--- src/rtl/life_alarm.sv ---
// Hazard alarm controller: debounces four telemetry hazards and runs a four-level
// alert state machine with siren acknowledge, sticky cause flags and escalation count.
module life_alarm #(
    parameter int N          = 8,
    parameter int TEMP_LIMIT = 100,
    parameter int O2_LOW     = 4,
    parameter int PWR_LOW    = 16,
    parameter int SHIELD_LOW = 20,
    parameter int HOLD       = 4
) (
    input  logic         clk,
    input  logic         rst,
    input  logic [N-1:0] shield,
    input  logic [N-1:0] temp,
    input  logic [N-1:0] power,
    input  logic [N-1:0] o2,
    input  logic         fatal,
    input  logic         ack,
    output logic [1:0]   level,
    output logic [3:0]   flags,
    output logic         siren,
    output logic         abandon,
    output logic [7:0]   events
);

    typedef enum logic [1:0] {
        NOMINAL = 2'b00,
        CAUTION = 2'b01,
        WARNING = 2'b10,
        ABANDON = 2'b11
    } state_t;

    localparam logic [N-1:0] TEMP_LIM_C   = N'(TEMP_LIMIT);
    localparam logic [N-1:0] O2_LOW_C     = N'(O2_LOW);
    localparam logic [N-1:0] PWR_LOW_C    = N'(PWR_LOW);
    localparam logic [N-1:0] SHIELD_LOW_C = N'(SHIELD_LOW);
    localparam logic [3:0]   HOLD_C       = 4'(HOLD);

    state_t      r_state;
    state_t      w_next;
    logic [3:0]  r_cnt [4];
    logic [3:0]  r_flags;
    logic        r_ack_l;
    logic        r_siren;
    logic        r_abandon;
    logic [7:0]  r_events;
    logic [3:0]  w_cond;
    logic [3:0]  w_qual;
    logic [2:0]  w_q_cnt;
    logic        w_ack_l_next;

    // Raw hazard conditions and qualification from the registered debounce counters.
    always_comb begin
        w_cond[3] = (temp >= TEMP_LIM_C);
        w_cond[2] = (o2 <= O2_LOW_C);
        w_cond[1] = (power <= PWR_LOW_C);
        w_cond[0] = (shield <= SHIELD_LOW_C);
        for (int i = 0; i < 4; i++) begin
            w_qual[i] = (r_cnt[i] == HOLD_C);
        end
        w_q_cnt = {2'b00, w_qual[0]} + {2'b00, w_qual[1]}
                + {2'b00, w_qual[2]} + {2'b00, w_qual[3]};
    end

    // Alert level transitions; fatal pre-empts everything except the terminal state.
    always_comb begin
        w_next = r_state;
        if (fatal && (r_state != ABANDON)) begin
            w_next = ABANDON;
        end else begin
            case (r_state)
                NOMINAL: begin
                    if (w_q_cnt >= 3'd2)      w_next = WARNING;
                    else if (w_q_cnt == 3'd1) w_next = CAUTION;
                    else                      w_next = NOMINAL;
                end
                CAUTION: begin
                    if (w_q_cnt >= 3'd2)      w_next = WARNING;
                    else if (w_q_cnt == 3'd0) w_next = NOMINAL;
                    else                      w_next = CAUTION;
                end
                WARNING: begin
                    if ((w_q_cnt <= 3'd1) && (r_ack_l || ack))
                        w_next = (w_q_cnt == 3'd1) ? CAUTION : NOMINAL;
                    else
                        w_next = WARNING;
                end
                ABANDON: w_next = ABANDON;
                default: w_next = NOMINAL;
            endcase
        end
        // The latch only survives while WARNING is both current and next.
        if ((w_next == WARNING) && (r_state == WARNING)) begin
            w_ack_l_next = r_ack_l | ack;
        end else begin
            w_ack_l_next = 1'b0;
        end
    end

    // All state: debounce counters, FSM, ack latch, flags, siren and event counter.
    always_ff @(posedge clk) begin
        if (!rst) begin
            for (int i = 0; i < 4; i++) r_cnt[i] <= 4'd0;
            r_state   <= NOMINAL;
            r_flags   <= 4'b0000;
            r_ack_l   <= 1'b0;
            r_siren   <= 1'b0;
            r_abandon <= 1'b0;
            r_events  <= 8'd0;
        end else begin
            for (int i = 0; i < 4; i++) begin
                if (!w_cond[i])              r_cnt[i] <= 4'd0;
                else if (r_cnt[i] != HOLD_C) r_cnt[i] <= r_cnt[i] + 4'd1;
                else                         r_cnt[i] <= r_cnt[i];
            end
            r_state   <= w_next;
            r_ack_l   <= w_ack_l_next;
            r_flags   <= w_qual | (ack ? 4'b0000 : r_flags);
            r_siren   <= ((w_next == WARNING) && !w_ack_l_next) || (w_next == ABANDON);
            r_abandon <= (w_next == ABANDON);
            if ((w_next > r_state) && (r_events != 8'hFF)) r_events <= r_events + 8'd1;
            else                                           r_events <= r_events;
        end
    end

    assign level   = r_state;
    assign flags   = r_flags;
    assign siren   = r_siren;
    assign abandon = r_abandon;
    assign events  = r_events;

endmodule

--- config.mk ---
export PLATFORM = sky130hd
export DESIGN_NAME = life_alarm
export DESIGN_NICKNAME = d
export VERILOG_FILES = /design/src/rtl/life_alarm.sv
export SDC_FILE = /design/constraint.sdc
export NUM_CORES = 1
export LEC_CHECK = 0
export CORE_UTILIZATION = 43
export CTS_CLUSTER_DIAMETER = 60
export DETAILED_ROUTE_END_ITERATION = 7
export PLACE_DENSITY = 0.81
export SLEW_MARGIN = 10
export SYNTH_ARGS = -nofsm -noshare
export SYNTH_HDL_FRONTEND = slang
export SYNTH_SLANG_ARGS = --single-unit
--- constraint.sdc ---
create_clock -name clk -period 3.25 [get_ports clk]
set_input_delay 0.65 -clock clk [delete_from_list [all_inputs] [get_ports clk]]
set_output_delay 0.65 -clock clk [all_outputs]
set_load 0.01 [all_outputs]
After elaboration in Yosys (flattened, before gate mapping)
Memories as Yosys holds them, arrays and structs flattened. Cells that the tools add are included.

Flip-flop bits (word level): 17. Bits in writable memories: 16. Output and inout bits: 16. Memories kept: 1. Logic and storage cells: 128.

Memory list: r_cnt (words 4, width 4, read ports 4, clocked after memory_dff 0, wr ports 4, line 41) `logic [3:0] r_cnt [4];`.

Equality and inequality tests: 16. Reduce and logical (&&, ||, !) cells: 10. Bitwise logic cells: 14. Muxes and demuxes: 66. Order comparisons: 7. Add/sub/neg operators: 8.

Operator list (number): two-way mux 4 bit (13); two-way mux 1 bit (48); adder 4 x 1 -> 4 bit (second input constant) (4); == test 4 x 3 -> 1 bit (second input constant) (4); <= comparator 8 x 5 -> 1 bit (second input constant) (2); != test 4 x 3 -> 1 bit (second input constant) (4); bitwise OR 1 bit (13); adder 8 x 1 -> 8 bit (second input constant) (1); == test 2 bit (second input constant) (4); >= comparator 8 x 7 -> 1 bit (second input constant) (1); <= comparator 8 x 3 -> 1 bit (second input constant) (1); two-way mux 2 bit (4); != test 8 bit (second input constant) (1); case mux 2 bit (4 select lines) (1); logical AND 1 bit (5); bitwise OR 4 bit (1); adder 2 x 1 -> 3 bit (1); adder 3 x 1 -> 3 bit (1); == test 3 x 1 -> 1 bit (second input constant) (1); >= comparator 3 x 2 -> 1 bit (second input constant) (1); <= comparator 3 x 1 -> 1 bit (second input constant) (1); logical NOT 3 bit (1); adder 1 x 1 -> 2 bit (1); == test 2 x 1 -> 1 bit (second input constant) (1); other kinds (5) (6).

Depth between registers and ports, before layout
An unclocked memory read counts as a cell.

Depth in word-level cells: 16. Gate-level depth with buffers: 17.

Worst setup path after synthesis
Ideal clock, no wire load.

Path kind: flip-flop to flip-flop. From: mem r_cnt[1][0]. To: reg r_events[5], in the netlist events[5]. Setup slack: -0.259 ns. Cell stages (with the launch flop): 18. Buffers on the path: 1. Required time: 3.178 ns. Data arrival time: 3.437 ns. Period minus slack after synthesis: 3.509 ns. Path through: edfxtp_1 -> inv_1 -> ha_1 -> nand3b_1 -> xor2_1 -> ha_1 -> ha_1 -> inv_1 -> ha_1 -> o21ai_0 -> nand2_1 -> a221oi_2 -> ha_1 -> nand2_1 -> o21ai_0 -> buf_2 -> nor4_1 -> mux2i_1.

RTL lines: from (decl) (line 41); to (signal assigned) (line 121) `if ((w_next > r_state) && (r_events != 8'hFF)) r_events <= r_events + 8'd1;`; to (signal assigned) (line 122) `else r_events <= r_events;`; to (decl) (line 46) `logic [7:0] r_events;`.

==> results_dict.tcl <==
set metrics [dict create \
    antenna_cells 0 \
    slew_violations 0 \
    clk_latency_ns 0.28 \
    fin_area_um2 2670 \
    seq_area_frac_synth 0.454 \
    avgViaCountPerCell 5.15 \
    dp.final_hpwl_um 2940 \
    finalPower_mw 0.986 \
    fin_worst_skew_ns 0.00638 \
    irDropWorstVdd_v 0.000294 \
    crit_chain "inv_1 -> ha_2 -> nand3b_1 -> xor2_1 -> ha_1 -> ha_2 -> inv_2 -> ha_4 -> o21ai_2 -> nand2_1 -> a221oi_2 -> ha_1 -> nand2_2 -> o21ai_4 -> buf_4 -> o41ai_2 -> a21oi_2" \
    ys_types 40 \
    h-tree-depth 2 \
    die_y_um 66.9 \
    layout_setup_ws_ns -0.109 \
    drc 0 \
    syn_area_um2 1810 \
    end_kind "flop" \
    finalCritPeriodShare 1.03 \
    hold_violations 0 \
    vias 1581 \
    critPathMaxFanout 8 \
    fp.dieW_um 66.9 \
    syn_nets 237 \
    path_clk_slew_ns 0.07 \
    initial_core_util 0.449 \
    boundaryPins 52 \
    met2WireLength_um 2140 \
    power.leakage_nw 1.06 \
    grt_overflow 0 \
    die_area_um2 4470 \
    firstDrtPassIters 4 \
    antenna_left 0 \
    numCtsBuffers 5 \
    cts_tree "yes" \
    avgRoutedWirePerCell_um 13.1 \
    violations "negative setup slack" \
    rows 23 \
    met1Wirelength_um 1600 \
    slowest_delay_ns 0.38 \
    seqCellArea_um2 821 \
    grt_max_degree 13 \
    postSynthCellCount 185 \
    max_freq_ghz 0.298 \
    tightest_slew_ns 0.485 \
    ys_seq_elements 33 \
    cts_root_buffer "clkbuf_8" \
    top_layer "met4" \
    syn2layout_area_growth_pct 47.8 \
    power_density_nw_per_um2 369 \
    dr_wl_met3_um 167 \
    core_um2 4030 \
    hold_path_class "flop to flop" \
    first_iter_violations 35 \
    syn_avg_cell_area_um2 9.78 \
    finalCriticalPeriod_ns 3.36 \
    drive_above_1_share 0.187 \
    antenna_found_initial 0 \
    crit_arrival_ns 3.53 \
    rsz0062_at_grt "yes" \
    critPathKind "flop to flop" \
    gp_congestion 0.776 \
    yosysWarnings 0 \
    grt_pass1_wl_um 6660 \
    critPathLaunchType "flop" \
    multiInputGateArea_um2 980 \
    maxCapViolCount 0 \
    crit_path_top_delay_cell "edfxtp_1" \
    cts.sinks 33 \
    cp.required_ns 3.42 \
    status "finished, violations left" \
    clockBufferDepth 2 \
    placed_cell_area_um2 2490 \
    wl_um 4020 \
    nets 308 \
    grt.total_usage 0.200 \
    io_buffers 49 \
    ctsHoldBuffers 0 \
    grt_pass1_vias 1573 \
    finalSetupViolCount 8 \
    nFillCells 326 \
    slew_headroom 0.676 \
]
-- synth_stat cells, drive strengths merged --
master / number / area, µm²
a21oi: 11 / 58.8
a221oi: 1 / 15.0
a31o: 1 / 8.76
and2: 1 / 6.26
and3: 2 / 12.5
buf: 2 / 16.3
clkbuf: 1 / 3.75
dfxtp: 17 / 340
edfxtp: 16 / 480
ha: 16 / 200
inv: 21 / 78.8
mux2i: 1 / 10.0
nand2: 7 / 26.3
nand2b: 9 / 56.3
nand3: 7 / 35.0
nand3b: 5 / 37.5
nand4: 2 / 18.8
nand4b: 1 / 8.76
nor2: 21 / 81.3
nor2b: 1 / 6.26
nor3b: 1 / 7.51
nor4: 3 / 18.8
o21a: 1 / 7.51
o21ai: 10 / 50.0
o311a: 1 / 10.0
o311ai: 2 / 17.5
o31ai: 3 / 22.5
o41ai: 3 / 26.3
or2: 2 / 12.5
or3: 1 / 7.51
or3b: 1 / 8.76
or4: 4 / 30.0
or4b: 1 / 10.0
xnor2: 4 / 35.0
xor2: 5 / 43.8
-- area by class of cell --
type	count	area share
Multi-Input combinational cell	128	0.366
Sequential cell	33	0.307
Timing Repair Buffer	67	0.234
Inverter	21	0.0295
Clock buffer	6	0.0271
Tap cell	50	0.0234
Clock inverter	2	0.0126
-- layer usage --
metal	vias up	global-route usage
met5	-	0
met1	746	0.224
met4	0	0.0957
met2	33	0.343
met3	9	0.0599
li1	793	-
-- cell families after synthesis --
group	synth area share
compound gates	0.120
xor+xnor	0.0436
fa+ha+maj	0.111
buf+inv	0.0546
flops	0.454
mux	0.00553
simple gates	0.212
-- cell usage in the layout (no fill, tap or decap), types with 6 or more instances in the layout --
cell,n
nor2_1,20
nand2_1,6
o21ai_0,7
inv_1,20
edfxtp_1,16
dfxtp_1,17
nand2b_1,9
buf_4,18
ha_1,13
a21oi_1,9
clkdlybuf4s50_1,49
nand3_1,7
-- critical path, delay by kind of cell, from the launching register on --
| family | cells | cell delay, ns |
|---|---|---|
| AO/OA/AOI/OAI | 5 | 0.88 |
| XOR/XNOR | 1 | 0.21 |
| adder cells (fa/ha/maj) | 5 | 1.16 |
| buffers and inverters | 3 | 0.29 |
| flip-flops | 1 | 0.38 |
| AND/OR/NAND/NOR | 3 | 0.32 |
-- where the power goes --
part           internal (mW)  switching [mW]  total (mW)
logic                 0.0940          0.0639       0.158
registers              0.445          0.0102       0.455
clock network          0.226           0.146       0.372
total                  0.765           0.220       0.986
-- stage by stage --
| step | hold slack, ns | util | setup WS (ns) | instances | TNS, ns |
|---|---|---|---|---|---|
| 5_1_grt | 0.507 | 0.664 | -0.329 | 307 | -2.19 |
| 3_5_place_dp | 0.461 | 0.618 | -0.0698 | 295 | -0.238 |
| 3_3_place_gp | 0.458 | 0.618 | 0.0227 | 295 | 0 |
| 4_1_cts | 0.472 | 0.654 | -0.0742 | 305 | -0.173 |
| 2_1_floorplan | 0.493 | - | 0.000493 | 185 | 0 |
| 6_report | 0.476 | 0.664 | -0.109 | 307 | -0.447 |
-- timing repair --
item                       4_1_cts  5_1_grt
gates resized for setup          6        5
setup endpoints to repair        8        8
setup buffers                    2        2
pin swaps                        6       10
-- final timing paths --
kind	start	endpoint	slack (ns)	depth (start not counted)
setup / recovery	r_cnt[1][1]$_SDFFCE_PN0P_	events[7]$_SDFFE_PN0P_	-0.11	17
hold / removal	flags[1]$_SDFF_PN0_	flags[1]$_SDFF_PN0_	0.48	2
setup reg to reg	r_cnt[1][1]$_SDFFCE_PN0P_	events[7]$_SDFFE_PN0P_	-0.11	17
hold reg to reg	flags[1]$_SDFF_PN0_	flags[1]$_SDFF_PN0_	0.48	2
-- registers in the layout (all words and copies together), names as in the netlist --
register	cells
r_cnt	16
events	8
flags	4
level	2
abandon	1
r_ack_l	1
siren	1
(Power assumes the default switching activity.)
